### config.mk
export PLATFORM = sky130hd
export DESIGN_NAME = rtc_write_seq_flat
export DESIGN_NICKNAME = d
export VERILOG_FILES = /design/src/rtl/rtc_pkg.sv /design/src/rtl/rtc_write_seq_if.sv /design/src/rtl/rtc_bus_phase.sv /design/src/rtl/rtc_write_seq.sv /design/src/flat_wrapper.sv
export SDC_FILE = /design/constraint.sdc
export NUM_CORES = 1
export LEC_CHECK = 0
export BUFFER_PORTS_ARGS = -buffer_cell sky130_fd_sc_hd__clkbuf_2
export CELL_PAD_IN_SITES_DETAIL_PLACEMENT = 2
export CELL_PAD_IN_SITES_GLOBAL_PLACEMENT = 2
export CORE_UTILIZATION = 37
export DETAILED_ROUTE_END_ITERATION = 8
export PLACE_DENSITY = 0.84
export SYNTH_ARGS = -nofsm -noshare
export SYNTH_HDL_FRONTEND = slang
export SYNTH_SLANG_ARGS = --single-unit
### constraint.sdc
create_clock -name clk -period 5.3 [get_ports clk]
set_input_delay 0 -clock clk [delete_from_list [all_inputs] [get_ports clk]]
set_output_delay 0 -clock clk [all_outputs]
set_load 0.02 [all_outputs]
### src/rtl/rtc_pkg.sv
// Shared types and constants for the RTC write sequencer: transfer table, FSM states and
// the index helper used to skip masked-off registers.
package rtc_pkg;

  localparam int unsigned NUM_REGS = 9;
  localparam int unsigned IDX_W    = 4;

  typedef enum logic [2:0] {
    StIdle,
    StAdrStb,
    StAdrRel,
    StDatStb,
    StDatRel,
    StNext,
    StDone
  } rtc_state_e;

  // Index 0 is the command transfer, 1..9 the clock and timer registers.
  function automatic logic [7:0] rtc_addr(input logic [IDX_W-1:0] idx);
    logic [7:0] addr;
    case (idx)
      4'd0:    addr = 8'hF1;
      4'd1:    addr = 8'h21;
      4'd2:    addr = 8'h22;
      4'd3:    addr = 8'h23;
      4'd4:    addr = 8'h24;
      4'd5:    addr = 8'h25;
      4'd6:    addr = 8'h26;
      4'd7:    addr = 8'h41;
      4'd8:    addr = 8'h42;
      4'd9:    addr = 8'h43;
      default: addr = 8'h00;
    endcase
    return addr;
  endfunction

  // Lowest enabled index above cur; 0 means nothing is left (0 is never a successor).
  function automatic logic [IDX_W-1:0] rtc_next_idx(input logic [NUM_REGS-1:0] mask,
                                                    input logic [IDX_W-1:0]    cur);
    logic [IDX_W-1:0] res;
    res = '0;
    for (int i = int'(NUM_REGS); i >= 1; i--) begin
      if (mask[i-1] && (i > int'(cur))) res = IDX_W'(i);
    end
    return res;
  endfunction

endpackage

### src/rtl/rtc_write_seq_if.sv
// Host-side request and RTC bus signals of the write sequencer.
interface rtc_write_seq_if;
  import rtc_pkg::*;

  logic                start;
  logic [NUM_REGS-1:0] wr_mask;
  logic [7:0]          reg_data;
  logic [IDX_W-1:0]    reg_idx;
  logic [7:0]          ad_out;
  logic                ad_oe;
  logic                a_d;
  logic                cs;
  logic                rd;
  logic                wr;
  logic                busy;
  logic                done;

  modport master (
    output start, wr_mask, reg_data,
    input  reg_idx, ad_out, ad_oe, a_d, cs, rd, wr, busy, done
  );

  modport slave (
    input  start, wr_mask, reg_data,
    output reg_idx, ad_out, ad_oe, a_d, cs, rd, wr, busy, done
  );

endinterface

### src/rtl/rtc_bus_phase.sv
// One bus phase: a T_PH-cycle strobe (cs/wr low) followed by a T_PH-cycle release.
// phase_end pulses in the last cycle of each half.
module rtc_bus_phase #(
  parameter int unsigned T_PH = 8
) (
  input  logic clk,
  input  logic reset,
  input  logic i_phase_start,
  input  logic i_phase_sel,
  output logic o_phase_end,
  output logic o_cs,
  output logic o_wr,
  output logic o_a_d
);

  localparam logic [7:0] LastCnt = 8'(T_PH - 1);

  typedef enum logic [1:0] {PhIdle, PhStb, PhRel} ph_e;

  ph_e        r_ph;
  logic [7:0] r_cnt;
  logic       r_cs;
  logic       r_wr;
  logic       r_a_d;

  assign o_phase_end = (r_ph != PhIdle) && (r_cnt == LastCnt);
  assign o_cs        = r_cs;
  assign o_wr        = r_wr;
  assign o_a_d       = r_a_d;

  always_ff @(posedge clk or posedge reset) begin
    if (reset) begin
      r_ph  <= PhIdle;
      r_cnt <= '0;
      r_cs  <= 1'b1;
      r_wr  <= 1'b1;
      r_a_d <= 1'b1;
    end else if (i_phase_start) begin
      r_ph  <= PhStb;
      r_cnt <= '0;
      r_cs  <= 1'b0;
      r_wr  <= 1'b0;
      r_a_d <= i_phase_sel;
    end else begin
      case (r_ph)
        PhStb: begin
          if (o_phase_end) begin
            r_ph  <= PhRel;
            r_cnt <= '0;
            r_cs  <= 1'b1;
            r_wr  <= 1'b1;
          end else begin
            r_cnt <= r_cnt + 8'd1;
          end
        end
        PhRel: begin
          if (o_phase_end) begin
            r_ph  <= PhIdle;
            r_cnt <= '0;
            r_a_d <= 1'b1;
          end else begin
            r_cnt <= r_cnt + 8'd1;
          end
        end
        default: begin
          r_ph  <= PhIdle;
          r_cnt <= '0;
        end
      endcase
    end
  end

endmodule

### src/rtl/rtc_write_seq.sv
// Writes the command byte and the wr_mask-selected clock/timer registers to the RTC over the
// multiplexed address/data bus; one address phase and one data phase per transfer.
module rtc_write_seq
  import rtc_pkg::*;
#(
  parameter int unsigned T_PH     = 8,
  parameter logic [7:0]  CMD_DATA = 8'h00
) (
  input logic            clk,
  input logic            reset,
  rtc_write_seq_if.slave io_bus
);

  rtc_state_e          r_state;
  logic                r_busy;
  logic                r_done;
  logic                r_ad_oe;
  logic [7:0]          r_ad_out;
  logic [IDX_W-1:0]    r_idx;
  logic [NUM_REGS-1:0] r_mask;

  logic             w_phase_start;
  logic             w_phase_sel;
  logic             w_phase_end;
  logic             w_cs;
  logic             w_wr;
  logic             w_a_d;
  logic [IDX_W-1:0] w_next_idx;
  logic [7:0]       w_dat;

  assign w_next_idx    = rtc_next_idx(r_mask, r_idx);
  assign w_dat         = (r_idx == '0) ? CMD_DATA : io_bus.reg_data;
  assign w_phase_sel   = (r_state == StAdrRel);
  assign w_phase_start = ((r_state == StIdle) && r_busy) ||
                         ((r_state == StAdrRel) && w_phase_end) ||
                         ((r_state == StNext) && (w_next_idx != '0));

  rtc_bus_phase #(
    .T_PH (T_PH)
  ) u_bus_phase (
    .clk           (clk),
    .reset         (reset),
    .i_phase_start (w_phase_start),
    .i_phase_sel   (w_phase_sel),
    .o_phase_end   (w_phase_end),
    .o_cs          (w_cs),
    .o_wr          (w_wr),
    .o_a_d         (w_a_d)
  );

  // IDLE with busy set is the one-cycle gap between the start edge and the first strobe.
  always_ff @(posedge clk or posedge reset) begin
    if (reset) begin
      r_state  <= StIdle;
      r_busy   <= 1'b0;
      r_done   <= 1'b0;
      r_ad_oe  <= 1'b0;
      r_ad_out <= '0;
      r_idx    <= '0;
      r_mask   <= '0;
    end else begin
      r_done <= 1'b0;
      case (r_state)
        StIdle: begin
          if (r_busy) begin
            r_state  <= StAdrStb;
            r_ad_oe  <= 1'b1;
            r_ad_out <= rtc_addr(r_idx);
          end else if (io_bus.start) begin
            r_busy <= 1'b1;
            r_idx  <= '0;
            r_mask <= io_bus.wr_mask;
          end
        end
        StAdrStb: if (w_phase_end) r_state <= StAdrRel;
        StAdrRel: begin
          if (w_phase_end) begin
            r_state  <= StDatStb;
            r_ad_out <= w_dat;
          end
        end
        StDatStb: if (w_phase_end) r_state <= StDatRel;
        StDatRel: if (w_phase_end) r_state <= StNext;
        StNext: begin
          if (w_next_idx != '0) begin
            r_state  <= StAdrStb;
            r_idx    <= w_next_idx;
            r_ad_out <= rtc_addr(w_next_idx);
          end else begin
            r_state  <= StDone;
            r_done   <= 1'b1;
            r_ad_oe  <= 1'b0;
            r_ad_out <= '0;
          end
        end
        StDone: begin
          r_state <= StIdle;
          r_busy  <= 1'b0;
        end
        default: r_state <= StIdle;
      endcase
    end
  end

  assign io_bus.reg_idx = r_idx;
  assign io_bus.ad_out  = r_ad_out;
  assign io_bus.ad_oe   = r_ad_oe;
  assign io_bus.a_d     = w_a_d;
  assign io_bus.cs      = w_cs;
  assign io_bus.wr      = w_wr;
  assign io_bus.rd      = 1'b1;
  assign io_bus.busy    = r_busy;
  assign io_bus.done    = r_done;

endmodule
### src/flat_wrapper.sv
// flat-port wrapper written by rule: the top's interface ports become plain ports
module rtc_write_seq_flat import rtc_pkg::*;
#(
  parameter int unsigned T_PH     = 8,
  parameter logic [7:0]  CMD_DATA = 8'h00
)
  (clk, reset, io_bus_start, io_bus_wr_mask, io_bus_reg_data, io_bus_reg_idx, io_bus_ad_out, io_bus_ad_oe, io_bus_a_d, io_bus_cs, io_bus_rd, io_bus_wr, io_bus_busy, io_bus_done);
  rtc_write_seq_if io_bus_i ();
  input logic clk;
  input logic reset;
  input wire logic [$bits(io_bus_i.start)-1:0] io_bus_start;
  input wire logic [$bits(io_bus_i.wr_mask)-1:0] io_bus_wr_mask;
  input wire logic [$bits(io_bus_i.reg_data)-1:0] io_bus_reg_data;
  output wire logic [$bits(io_bus_i.reg_idx)-1:0] io_bus_reg_idx;
  output wire logic [$bits(io_bus_i.ad_out)-1:0] io_bus_ad_out;
  output wire logic [$bits(io_bus_i.ad_oe)-1:0] io_bus_ad_oe;
  output wire logic [$bits(io_bus_i.a_d)-1:0] io_bus_a_d;
  output wire logic [$bits(io_bus_i.cs)-1:0] io_bus_cs;
  output wire logic [$bits(io_bus_i.rd)-1:0] io_bus_rd;
  output wire logic [$bits(io_bus_i.wr)-1:0] io_bus_wr;
  output wire logic [$bits(io_bus_i.busy)-1:0] io_bus_busy;
  output wire logic [$bits(io_bus_i.done)-1:0] io_bus_done;
  assign io_bus_i.start = io_bus_start;
  assign io_bus_i.wr_mask = io_bus_wr_mask;
  assign io_bus_i.reg_data = io_bus_reg_data;
  assign io_bus_reg_idx = io_bus_i.reg_idx;
  assign io_bus_ad_out = io_bus_i.ad_out;
  assign io_bus_ad_oe = io_bus_i.ad_oe;
  assign io_bus_a_d = io_bus_i.a_d;
  assign io_bus_cs = io_bus_i.cs;
  assign io_bus_rd = io_bus_i.rd;
  assign io_bus_wr = io_bus_i.wr;
  assign io_bus_busy = io_bus_i.busy;
  assign io_bus_done = io_bus_i.done;
  rtc_write_seq #(.T_PH(T_PH), .CMD_DATA(CMD_DATA)) u_core (.clk(clk), .reset(reset), .io_bus(io_bus_i));
endmodule
=== After elaboration in Yosys (flattened, before gate mapping) ===
Memory sizes are Yosys's and may differ from the RTL's.
Index checks and enable logic that the tools add are counted.

* Magnitude comparators: 9
* Multiplexer cells: 45
* Add/sub/neg operators: 1
* Eq/ne operators: 20
* Bitwise operators: 1
* Reduce and logical (&&, ||, !) cells: 34

{| class="wikitable"
|+ Operators by type and width
! operator !! count
|-
| $mux 8 || 7
|-
| $mux 4 || 12
|-
| $pmux 8 s3 || 1
|-
| $mux 3 || 6
|-
| $pmux 3 s6 || 1
|-
| $gt 3x4->1 const A || 4
|-
| $logic_and 1x1->1 || 13
|-
| $reduce_bool 2->1 || 6
|-
| $mux 1 || 11
|-
| $ne 2x1->1 const B || 5
|-
| $eq 3x3->1 const B || 3
|-
| $reduce_and 3->1 || 3
|-
| $add 8x1->8 const B || 1
|-
| $eq 8x3->1 const B || 1
|-
| $gt 2x4->1 const A || 2
|-
| $gt 4x4->1 const A || 2
|-
| $ne 2x2->1 const B || 4
|-
| $pmux 4 s2 || 1
|-
| $eq 3x2->1 const B || 2
|-
| $mux 2 || 3
|-
| $ne 3x2->1 const B || 2
|-
| $reduce_and 2->1 || 3
|-
| $reduce_and 5->1 || 1
|-
| $gt 1x4->1 const A || 1
|-
| other kinds (13) || 15
|}

* Input port bits: 20
* Word-level logic and storage cells: 123
* Register bits after elaboration: 39
* ROM bits: 224
* Memories kept: 2
* Output and inout bits: 19

{| class="wikitable"
|+ Memory list
! name !! depth !! bits a word !! rd ports !! clocked after memory_dff !! write ports !! RTL line !! RTL
|-
| (no name shown) || 16 || 7 || 1 || 0 || 0 || rtc_pkg.sv:21 || <nowiki>case (idx)</nowiki>
|-
| (no name shown) || 16 || 7 || 1 || 0 || 0 || rtc_pkg.sv:21 ||
|}

=== Depth between registers and ports, before layout ===
Gate-level depths: netlist of the first run.

* Word-level depth: 16
* Depth in mapped cells: 8
* Depth with buffers taken out: 7

=== Hierarchy ===
From an unflattened synthesis of the first run, not the netlist that was laid out.

* Cell total of the unflattened synthesis: 242
* Area total of the unflattened synthesis: 2338.5 µm²

{| class="wikitable"
|+ By module, submodules not included
! module !! sequential area each (µm²) !! times used !! cells an instance !! area an instance (µm²)
|-
| rtc_write_seq || 675.6 || 1 || 183 || 1722.9
|-
| rtc_bus_phase || 302.8 || 1 || 59 || 615.6
|}

=== Least setup slack after synthesis of the first run ===
OpenSTA, ideal clock, no wires.

* Kind: reg-to-reg
* Start: register u_core.u_bus_phase.r_cnt[5]
* End: register u_core.r_ad_out[1] (netlist: u_core.io_bus.ad_out[1])
* Stages on the path, launching flop included: 7
* Arrival: 2.146 ns
* Clock period less this slack: 2.270 ns
* Data required time: 5.176 ns
* Path buffers: 0
* Setup slack: 3.030 ns
* Library setup time: 0.124 ns
* Cells stage by stage: dfrtp_1 or4_4 nor4_4 nand2_2 nand3_1 mux2_2 a211o_1

* Cells in the longest elaborated chain, start to end: 4

{| class="wikitable"
|+ RTL lines
! element !! RTL line !! RTL
|-
| from (decl) || rtc_bus_phase.sv:21 || <nowiki>logic [7:0] r_cnt;</nowiki>
|-
| from (signal assigned) || rtc_bus_phase.sv:53 || <nowiki>r_cnt <= r_cnt + 8'd1;</nowiki>
|-
| from (signal assigned) || rtc_bus_phase.sv:62 || <nowiki>r_cnt <= r_cnt + 8'd1;</nowiki>
|-
| $eq 8x3->1 || rtc_bus_phase.sv:26 || <nowiki>assign o_phase_end = (r_ph != PhIdle) && (r_cnt == LastCnt);</nowiki>
|-
| $logic_and 1x1->1 || rtc_bus_phase.sv:26 ||
|-
| $ne 2x1->1 (no source line) || -- ||
|-
| $reduce_and 3->1 (no source line) || -- ||
|-
| to (signal assigned) || rtc_write_seq.sv:68 || <nowiki>r_ad_out <= rtc_addr(r_idx);</nowiki>
|-
| to (signal assigned) || rtc_write_seq.sv:79 || <nowiki>r_ad_out <= w_dat;</nowiki>
|-
| to (signal assigned) || rtc_write_seq.sv:88 || <nowiki>r_ad_out <= rtc_addr(w_next_idx);</nowiki>
|-
| to (decl) || rtc_write_seq.sv:18 || <nowiki>logic [7:0] r_ad_out;</nowiki>
|}

No other way between the ends.
A chain may end at the register's enable or synchronous reset.

=== Final worst setup path of the first run ===
Ends and elaborated chain as after synthesis.

==> reports/qor.txt, run 1 <==
CTS Buf Count - 5
Status - finished, final reports clean
First-pass GRT wire length - 10630 µm
Hold path depth - 3
GRT Max-Usage Layer - met2
Mux share of post-synthesis cell area - 5.090%
RSZ-0062 raised after global routing - no
Number of global-route vias before repair - 2064
Post-Synth Simple-Gate Area - 21.21%
GR Overflow Total - 0
Cts repair resizes - 0
Core area - 5642 µm²
Max transition margin - 62.40%
Met2 Use GR - 36.90%
Synth Area in Compound Gates - 17.82%
Min Tclk post-route - 2.559 ns
Ys flop type - dfrtp_1
Max clock buf depth - 2
Critical path class - flop to flop
CTS Sinks - 39
Top-count cell post-synth - nor2_1
Met3 usage - 3.103%
Leak - 1.222 nW
Final Cycle Share - 48.28%
Setup violators final - 0
Antenna viol nets, final - 0
Overall routing resource usage - 21.99%
Htree depth - 2
Critical path endpoint category - flop
Synth top area share - 41.86%
R2r setup slk - 2.74 ns
Ys Warns - 0
Hpwl dp - 4567 µm
Avg WL per Cell - 18.23 µm
Met1 GRT Util - 29.53%
Measured slew at the worst slew-check pin - 0.5640 ns
Via density per instance - 5.530
Post-route DRC - 0
Largest net degree at the start of global routing - 40
Post-synth cell types - 57
Routed wire length - 6362 µm
DRT Pass-1 Iters - 4
Max Clock Skew - 0.005384 ns
Largest family of logic cells by synthesized area - simple AND/OR/NAND/NOR gates
Core Rows - 27
Die height - 79.32 µm
Post-synthesis average cell area - 9.618 µm²
Area growth from synthesis to layout - 17.76%
GPL Wtd Cong - 0.8115
R2r endpoint - u_core.io_bus.ad_out[1]
Worst IR Drop VDD - 0.1058 mV
# IOs - 39
Die span in x - 79.32 µm
Total number of vias - 1930
Worst Path Required - 5.48 ns
Final core occ - 46.17%
CTS tree - done
Initial cell density of the core - 39.21%
Max Slew Vio Count - 0
Die ar. - 6292 µm²
Port bufs - 37
Worst hold path endpoint - u_core.io_bus.ad_out[0]
Mapped Nets - 254
Critical Path AT - 2.74 ns
Hold_buf cts - 13
RR Startpoint - u_core.u_bus_phase.r_cnt[5]
Clk Latency, worst-skew pair - 0.29 ns
Setup bufs post-CTS - 0
Antenna cells - 0
Power per cell area - 236.5 nW/µm²
FILL cells - 627
#FFs+latches synth - 39
Achievable Freq - 390.8 MHz
Mapped Cells - 230
Dominant cell type by area after synthesis - dfrtp_1
EDFF count, synth - 0
Hold path start - io_bus_reg_data[0]
Initial antenna violation count - 0
Synth Area in Adders - 2.715%
Post-Syn Area - 2212 µm²
Area of the multi-input gates - 1092 µm²
Layout cells sized above 1 - 24.19%
Final hold violations - 0
Final Hold Slack - 0.01821 ns
CP startpoint kind - flop
Clock transition at path regs - 0.08 ns
Reg2reg path depth - 6
Top post-synthesis cells by count - nor2_1 (38), dfrtp_1 (37), nand2_1 (18)
Register area share after synthesis - 44.23%
Worst Hold Class - primary input to flop
Max-cap viol count - 0
Final net count - 300
Clk Tree Root Cell - clkbuf_8
Crit Path Max Fanout - 8
FF/Latch Area - 978.4 µm²
Ys async rst share - 100.0%
Synth Area in XOR/XNOR - 2.376%
Synth area leaders - dfrtp_1 (42%), nor2_1 (6.4%), mux2_2 (5.1%), nand2_1 (3.1%), nand3_1 (2.7%)
Setup_tns - 0 ns
Initial DRC Count - 90
registers in the layout, summed over array words and instances (netlist names):
signal                    count
u_core.io_bus.reg_idx         4
u_core.u_bus_phase.o_wr       1
u_core.io_bus.ad_oe           1
u_core.u_bus_phase.r_cnt      8
u_core.u_bus_phase.o_a_d      1
u_core.io_bus.ad_out          8
u_core.r_mask                 9
u_core.io_bus.done            1
u_core.r_state                3
u_core.u_bus_phase.r_ph       2
u_core.io_bus.busy            1
how the worst max path moves through the flow:
stage,from,end,cells after the start
6_report,u_core.u_bus_phase.r_cnt[5],u_core.io_bus.ad_out[1],6
5_1_grt,u_core.u_bus_phase.r_cnt[5],u_core.io_bus.ad_out[1],6
4_1_cts,u_core.u_bus_phase.r_cnt[5],u_core.io_bus.ad_out[1],6
3_5_place_dp,u_core.u_bus_phase.r_cnt[5],u_core.io_bus.ad_out[1],6
3_3_place_gp,u_core.u_bus_phase.r_cnt[5],u_core.io_bus.ad_out[1],6
2_1_floorplan,u_core.u_bus_phase.r_cnt[5],u_core.io_bus.ad_out[1],6
power breakdown:
group	leakage, nW	switching (mW)	internal (mW)
Combinational	0.688	0.0532	0.0391
Clock	0.0395	0.106	0.0937
Sequential	0.494	0.0132	0.311
Total	1.22	0.172	0.444
final cells by class:
class	count	area share, %
inverter	11	1.585
sequential	39	37.56
timing repair buffer	51	12.39
tap	72	3.458
multi-input combinational	168	41.93
clock buffer	8	3.074
layout by cell type, fill, tap and decap left out, types with 2 or more instances in the layout:
master	synthesis	routed
nor2_1	38	38
clkbuf_2	1	37
dfrtp_1	37	37
nand2_1	18	18
dlygate4sd3_1	0	13
nand3_1	12	12
inv_1	11	11
mux2_2	10	10
a21oi_1	9	9
o21ai_0	7	7
a221oi_1	6	6
clkbuf_8	0	5
o2bb2ai_1	4	4
xor2_1	4	4
ha_1	4	4
nand2b_1	3	3
nor3_1	3	3
clkbuf_1	0	3
or2_2	2	2
a21bo_2	2	2
nor2b_1	2	2
o22ai_1	2	2
o21bai_1	2	2
a22oi_1	2	2
or4_1	2	2
o221ai_1	2	2
a32oi_1	2	2
and3_2	2	2
xnor2_1	2	2
a21o_1	2	2
dfstp_2	2	2
metal layers:
layer	part of all wire, %	wire length (µm)	up-vias
met4	1.3	82	0
met1	47	3002	971
met5	0	0	-
met2	48	3059	43
li1	-	-	907
met3	3.4	217	9
logic make-up (layout without fill, tap and decap cells):
family | after synthesis | count (layout)
buffers and inverters | 23 | 70
xor gates and xnor gates | 6 | 6
other | 1 | 1
AOI/OAI and AO/OA | 52 | 52
muxes | 10 | 10
and+or+nand+nor | 94 | 94
DFF | 39 | 39
adders and majority gates | 5 | 5
worst max-delay path, cell delays in order, from the launching register on:
cell	delay [ns]
dfrtp_1	0.40
or4_4	0.56
nor4_4	0.44
nand2_2	0.14
nand3_1	0.31
mux2_2	0.38
a211o_1	0.22
per-stage QoR:
step / cells / cell area (µm²) / power (mW) / setup WS (ns)
floorplan: 230 / 2212 / 0.3853 / 3.030
global placement: 328 / 2395 / 0.4106 / 2.872
detailed placement: 328 / 2395 / 0.4144 / 2.745
CTS: 349 / 2605 / 0.6234 / 2.735
global route: 349 / 2605 / 0.6419 / 2.551
finish: 349 / 2605 / 0.6161 / 2.741
Note: power is estimated with default switching activity, not from simulation.
==> inputs of run 2 (changes only) <==
CORE_UTILIZATION = 34   (was 37)
PLACE_DENSITY = 0.78   (was 0.84)
clock period = 2.63 ns   (was 5.3 ns; I/O delays follow)
==> reports/qor.txt, run 2 (synthesis gave the netlist of run 1 again) <==
Post-route DRC - 0 (unchanged)
Final Cycle Share - 93.04% (was 48.28%)
Critical Path AT - 2.68 ns (was 2.74 ns)
Clk Latency, worst-skew pair - 0.30 ns (was 0.29 ns)
Number of global-route vias before repair - 2123 (was 2064)
Initial antenna violation count - 0 (unchanged)
Final Hold Slack - 0.01036 ns (was 0.01821 ns)
Core Rows - 29 (was 27)
Worst IR Drop VDD - 0.2308 mV (was 0.1058 mV)
Antenna cells - 0 (unchanged)
Placed Instance Area - 2439 µm² (was 2395 µm²)
Worst Path Required - 2.86 ns (was 5.48 ns)
Final core occ - 42.71% (was 46.17%)
Setup_tns - 0 ns (unchanged)
CTS Buf Count - 5 (unchanged)
Via density per instance - 5.411 (was 5.530)
Core area - 6314 µm² (was 5642 µm²)
Hpwl dp - 4814 µm (was 4567 µm)
Leak - 1.270 nW (was 1.222 nW)
Antenna viol nets, final - 0 (unchanged)
Htree depth - 2 (unchanged)
Initial DRC Count - 97 (was 90)
Hold path depth - 3 (unchanged)
Total number of vias - 1948 (was 1930)
Die ar. - 6833 µm² (was 6292 µm²)
Area growth from synthesis to layout - 21.89% (was 17.76%)
Avg WL per Cell - 18.25 µm (was 18.23 µm)
Reg with most FFs - u_core.r_mask (unchanged)
Max reg flops - 9 (unchanged)
CTS tree - done (unchanged)
Clk Tree Root Cell - clkbuf_8 (unchanged)
Die height - 82.66 µm (was 79.32 µm)
Overall routing resource usage - 21.04% (was 21.99%)
# IOs - 39 (unchanged)
Crit Path Max Fanout - 11 (was 8)
Measured slew at the worst slew-check pin - 0.5669 ns (was 0.5640 ns)
Overall power - 1.378 mW (was 616.1 µW)
Critical path endpoint category - flop (unchanged)
CTS Sinks - 39 (unchanged)
Min Tclk post-route - 2.447 ns (was 2.559 ns)
Largest net degree at the start of global routing - 40 (unchanged)
Final hold violations - 0 (unchanged)
Achievable Freq - 408.7 MHz (was 390.8 MHz)
Worst Hold Class - primary input to flop (unchanged)
Layout cells sized above 1 - 27.56% (was 24.19%)
RSZ-0062 raised after global routing - no (unchanged)
Reg2reg path depth - 6 (unchanged)
Max Slew Vio Count - 0 (unchanged)
CP startpoint kind - flop (unchanged)
GPL Wtd Cong - 0.7779 (was 0.8115)
Port bufs - 37 (unchanged)
Routed wire length - 6570 µm (was 6362 µm)
Clock transition at path regs - 0.09 ns (was 0.08 ns)
Power per cell area - 511.0 nW/µm² (was 236.5 nW/µm²)
Die span in x - 82.66 µm (was 79.32 µm)
Setup violators final - 0 (unchanged)
GR Overflow Total - 0 (unchanged)
Initial cell density of the core - 35.04% (was 39.21%)
Max transition margin - 62.03% (was 62.40%)
Most common cell after layout, fill and taps aside - nor2_1 (unchanged)
Cell area after layout - 2696 µm² (was 2605 µm²)
Final net count - 306 (was 300)
Critical path class - flop to flop (unchanged)
Most frequent cells in the layout - nor2_1 (38), clkbuf_2 (37), dfrtp_1 (35) (was nor2_1 (38), clkbuf_2 (37), dfrtp_1 (37))
Max clock buf depth - 2 (unchanged)
FILL cells - 717 (was 627)
First-pass GRT wire length - 10660 µm (was 10630 µm)
Max-cap viol count - 0 (unchanged)
Status - finished, final reports clean (unchanged)
DRT Pass-1 Iters - 4 (unchanged)
Max Clock Skew - 0.01393 ns (was 0.005384 ns)
run 2: per-stage QoR:
stage	setup slack, ns	cells
finish	0.1831	360
global route	0.01906	360
CTS	0.1101	359
detailed placement	0.1597	338
global placement	0.3208	338
floorplan	0.3597	230
run 2: final cells by class:
type                            instances  area, µm²  share of cell area, %
Multi-Input combinational cell        168       1092                  40.51
Clock inverter                          2      35.03                  1.299
Sequential cell                        39      980.9                  36.38
Tap cell                               77      96.34                  3.573
Clock buffer                            6      82.58                  3.063
Inverter                               11      41.29                  1.531
Timing Repair Buffer                   57      367.9                  13.64
run 2: repair_timing:
item,CTS,global route
setup buffers,0,1
hold buffers,13,0
gates resized for setup,0,2
hold endpoints to repair,49,0
endpoints found under the setup margin,0,10
run 2: path summary, 6_finish.rpt:
kind	start	endpoint	slack, ns
max	u_core.io_bus.reg_idx[0]	u_core.io_bus.reg_idx[0]	0.18
min	io_bus_reg_data[6]	u_core.io_bus.ad_out[6]	0.01
max reg2reg	u_core.io_bus.reg_idx[0]	u_core.io_bus.reg_idx[0]	0.18
min reg2reg	u_core.u_bus_phase.r_cnt[0]	u_core.u_bus_phase.r_cnt[0]	0.47
max in group asynchronous	reset	u_core.io_bus.reg_idx[2]	1.91
min in group asynchronous	reset	u_core.io_bus.reg_idx[0]	0.35
run 2: power breakdown:
part           leakage (nW)  internal (mW)  switching (mW)
clock                0.0612          0.307           0.226
sequential            0.490          0.627          0.0225
combinational         0.719         0.0825           0.112
run 2: worst max-delay path, cell delays in order, from the launching register on:
cell and delay [ns]:
dfrtp_1 0.57, o21ai_0 0.18, a22oi_1 0.31, a31oi_1 0.28
or4_1 0.68, nand2_1 0.20, o2bb2ai_1 0.14
run 2: routing by layer:
layer  GRT usage (%)  vias up  share of wire, %
met5               0        -                 0
met3           4.176       11               2.7
met1           25.75      976                44
li1                -      924                 -
met4           5.517        0               1.4
met2           37.38       37                52
==> inputs of run 3 (changes only) <==
ABC_AREA = 1   (was default)
CORE_UTILIZATION = 32   (was 34)
==> reports/qor.txt, run 3 <==
Status - finished with violations (was finished, final reports clean)
Failing checks - design-rule violations
CTS Sinks - 39 (unchanged)
RR Startpoint - u_core.io_bus.reg_idx[3] (was u_core.io_bus.reg_idx[0])
Post-Syn Area - 2201 µm² (was 2212 µm²)
Mapped Cells - 270 (was 230)
Cell family with most CP delay - simple AND/OR/NAND/NOR gates (was compound AO/OA/AOI/OAI gates)
Reg2reg path depth - 11 (was 6)
Most frequent cells in the layout - nand2_1 (61), clkbuf_2 (37), dfrtp_1 (37) (was nor2_1 (38), clkbuf_2 (37), dfrtp_1 (35))
Setup_tns - 0 ns (unchanged)
EDFF count, synth - 0 (unchanged)
GPL Wtd Cong - 0.8674 (was 0.7779)
Crit path cell chain - nor2_2, nand3_1, nand2_2, nor2_2, inv_1, nor2_2, nor2_4, nand4_4, nand2_4, nand2_4, o21bai_1 (was o21ai_0, a22oi_1, a31oi_1, or4_1, nand2_1, o2bb2ai_1)
Max reg flops - 9 (unchanged)
Most common cell after layout, fill and taps aside - nand2_1 (was nor2_1)
Ys Warns - 0 (unchanged)
Htree depth - 2 (unchanged)
Min Tclk post-route - 2.244 ns (was 2.447 ns)
Measured slew at the worst slew-check pin - 0.6118 ns (was 0.5669 ns)
Post-synthesis average cell area - 8.151 µm² (was 9.618 µm²)
Final net count - 349 (was 306)
Avg WL per Cell - 16.73 µm (was 18.25 µm)
Max-cap viol count - 0 (unchanged)
CP startpoint kind - flop (unchanged)
Area growth from synthesis to layout - 23.65% (was 21.89%)
Antenna cells - 0 (unchanged)
Max clock buf depth - 2 (unchanged)
Critical Path AT - 2.44 ns (was 2.68 ns)
Critical path endpoint category - flop (unchanged)
Final hold violations - 0 (unchanged)
Via density per instance - 5.012 (was 5.411)
Clock transition at path regs - 0.09 ns (about the same)
Cell area after layout - 2721 µm² (was 2696 µm²)
Placed Instance Area - 2474 µm² (was 2439 µm²)
Post-route DRC - 5 (was 0)
Top post-synthesis cells by count - nand2_1 (61), dfrtp_1 (37), inv_1 (31) (was nor2_1 (38), dfrtp_1 (37), nand2_1 (18))
Worst Hold Class - primary input to flop (unchanged)
Final setup margin - 0.3859 ns (was 0.1831 ns)
DP Worst Slack - 0.4146 ns (was 0.1597 ns)
Area of the multi-input gates - 1064 µm² (was 1092 µm²)
Max transition margin - 59.17% (was 62.03%)
RSZ-0062 raised after global routing - no (unchanged)
Worst IR Drop VDD - 0.4165 mV (was 0.2308 mV)
Die height - 84.93 µm (was 82.66 µm)
Initial antenna violation count - 0 (unchanged)
Setup violators final - 0 (unchanged)
Overall routing resource usage - 20.67% (was 21.04%)
Dominant cell type by area after synthesis - dfrtp_1 (unchanged)
Core area - 6495 µm² (was 6314 µm²)
Number of global-route vias before repair - 2260 (was 2123)
Port bufs - 37 (unchanged)
GR Overflow Total - 0 (unchanged)
First-pass GRT wire length - 11690 µm (was 10660 µm)
Critical path class - flop to flop (unchanged)
CP max-delay cell - dfrtp_1 (was or4_1)
Buf/Inv on CP - 1 (was 0)
Die ar. - 7213 µm² (was 6833 µm²)
Worst Path Required - 2.82 ns (was 2.86 ns)
Die span in x - 84.93 µm (was 82.66 µm)
Worst hold path endpoint - u_core.io_bus.ad_out[6] (unchanged)
Achievable Freq - 445.6 MHz (was 408.7 MHz)
#FFs+latches synth - 39 (unchanged)
Max Slew Vio Count - 0 (unchanged)
Hold path start - io_bus_reg_data[6] (unchanged)
Crit path depth - 11 (was 6)
Hold path depth - 5 (was 3)
Clk Latency, worst-skew pair - 0.30 ns (about the same)
Post-Layout Cell Count - 403 (was 360)
Total number of vias - 2020 (was 1948)
Synth top area share - 42.07% (was 41.86%)
Leak - 1.355 nW (was 1.270 nW)
Core Rows - 29 (unchanged)
CTS Buf Count - 5 (unchanged)
Reg with most FFs - u_core.r_mask (unchanged)
Layout cells sized above 1 - 25.77% (was 27.56%)
Register area share after synthesis - 44.46% (was 44.23%)
Mapped Nets - 294 (was 254)
Power per cell area - 1271 nW/µm² (was 511.0 nW/µm²)
Post-synth cell types - 37 (was 57)
Largest net degree at the start of global routing - 26 (was 40)
Top-count cell post-synth - nand2_1 (was nor2_1)
Hpwl dp - 4990 µm (was 4814 µm)
Antenna viol nets, final - 0 (unchanged)
Max Clock Skew - 0.008198 ns (was 0.01393 ns)
FF/Latch Area - 978.4 µm² (was 980.9 µm²)
Routed wire length - 6744 µm (was 6570 µm)
Final Cycle Share - 85.33% (was 93.04%)
Placed Cells - 382 (was 338)
DRT Pass-1 Iters - 7 (was 4)
Ys async rst share - 100.0% (unchanged)
CP max stage delay - 0.50 ns (was 0.68 ns)
Initial cell density of the core - 33.89% (was 35.04%)
Most frequent CP cell - nor2_2
Clk Tree Root Cell - clkbuf_8 (unchanged)
R2r endpoint - u_core.u_bus_phase.r_ph[0] (was u_core.io_bus.reg_idx[0])
Synth area leaders - dfrtp_1 (42%), nand2_1 (10%), inv_1 (5.3%), nand3_1 (4.1%), nor2_1 (3.8%) (was dfrtp_1 (42%), nor2_1 (6.4%), mux2_2 (5.1%), nand2_1 (3.1%), nand3_1 (2.7%))
CTS tree - done (unchanged)
Crit Path Max Fanout - 9 (was 11)
R2r setup slk - 0.39 ns (was 0.18 ns)
FILL cells - 771 (was 717)
Initial DRC Count - 68 (was 97)
Ys flop type - dfrtp_1 (unchanged)
# IOs - 39 (unchanged)
-- run 3: changes by cell type in the layout (fill, tap and decap cells not counted), sizes merged, moves of 5 or more --
cell | previous run | this run
a21oi | 9 | 14
nand3 | 12 | 19
o21ai | 7 | 20
o22ai | 2 | 7
a221oi | 6 | 0
buf | 7 | 2
nor2 | 38 | 31
nand2 | 19 | 65
nor3 | 3 | 8
inv | 11 | 36
-- run 3: worst max-delay path by stage --
stage                                   startpoint                          to  slack (ns)
after global placement    u_core.io_bus.reg_idx[3]  u_core.u_bus_phase.r_ph[0]        0.51
after CTS                 u_core.io_bus.reg_idx[3]  u_core.u_bus_phase.r_ph[0]        0.41
after detailed placement  u_core.io_bus.reg_idx[3]  u_core.u_bus_phase.r_ph[0]        0.41
after floorplan           u_core.io_bus.reg_idx[3]  u_core.u_bus_phase.r_ph[0]        0.74
final                     u_core.io_bus.reg_idx[3]  u_core.u_bus_phase.r_ph[0]        0.39
after global routing      u_core.io_bus.reg_idx[2]     u_core.io_bus.ad_out[1]        0.19
-- run 3: cell type report --
cell class	instances	share of cell area (%)
Clock buffer	6	3.034
Clock inverter	2	1.287
Inverter	36	4.966
Multi-Input combinational cell	191	39.08
Sequential cell	39	35.95
Tap cell	77	3.540
Timing Repair Buffer	52	12.14
-- run 3: timing repair --
item	4_1_cts	5_1_grt
hold buffers	13	0
setup buffers	0	0
gates resized for setup	0	0
endpoints found under the hold margin	26	0
-- run 3: metrics by stage --
stage | power, mW | hold slack (ns) | utilization, %
after floorplan | 2.346 | 0.1309 | -
after global placement | 2.817 | 0.07480 | 38.09
after detailed placement | 2.889 | 0.1005 | 38.09
after CTS | 3.485 | 0.01703 | 41.90
after global routing | 3.752 | 0.07005 | 41.90
final | 3.460 | 0.02453 | 41.90
-- run 3: logic make-up (layout without fill, tap and decap cells) --
group	count (synthesis)	in the layout	share of synthesized area, %
AOI/OAI and AO/OA	50	50	13.25
adders and majority gates	4	4	2.274
buffers and inverters	40	96	7.219
DFF	39	39	44.46
muxes	7	7	3.582
other	1	1	0.1704
and+or+nand+nor	129	129	29.05
-- run 3: power by group --
group          switching (mW)  leakage (nW)  internal (mW)
registers               0.197         0.484          0.804
clock network           0.235        0.0612          0.308
logic                    1.29         0.810          0.625
total                    1.72          1.36           1.74
-- run 3: metal layers --
metal,wire length [µm],GRT usage [%],up-vias
li1,-,-,1000
met4,66,6.009,0
met1,3328,28.12,986
met3,119,2.918,5
met5,0,0,-
met2,3229,34.37,29
-- run 3: tightest hold or removal path, cell delays in order --
cell and delay (ns):
clkbuf_2 0.08, nand2_1 0.05, nand2_1 0.06, o22ai_1 0.05
inv_1 0.05
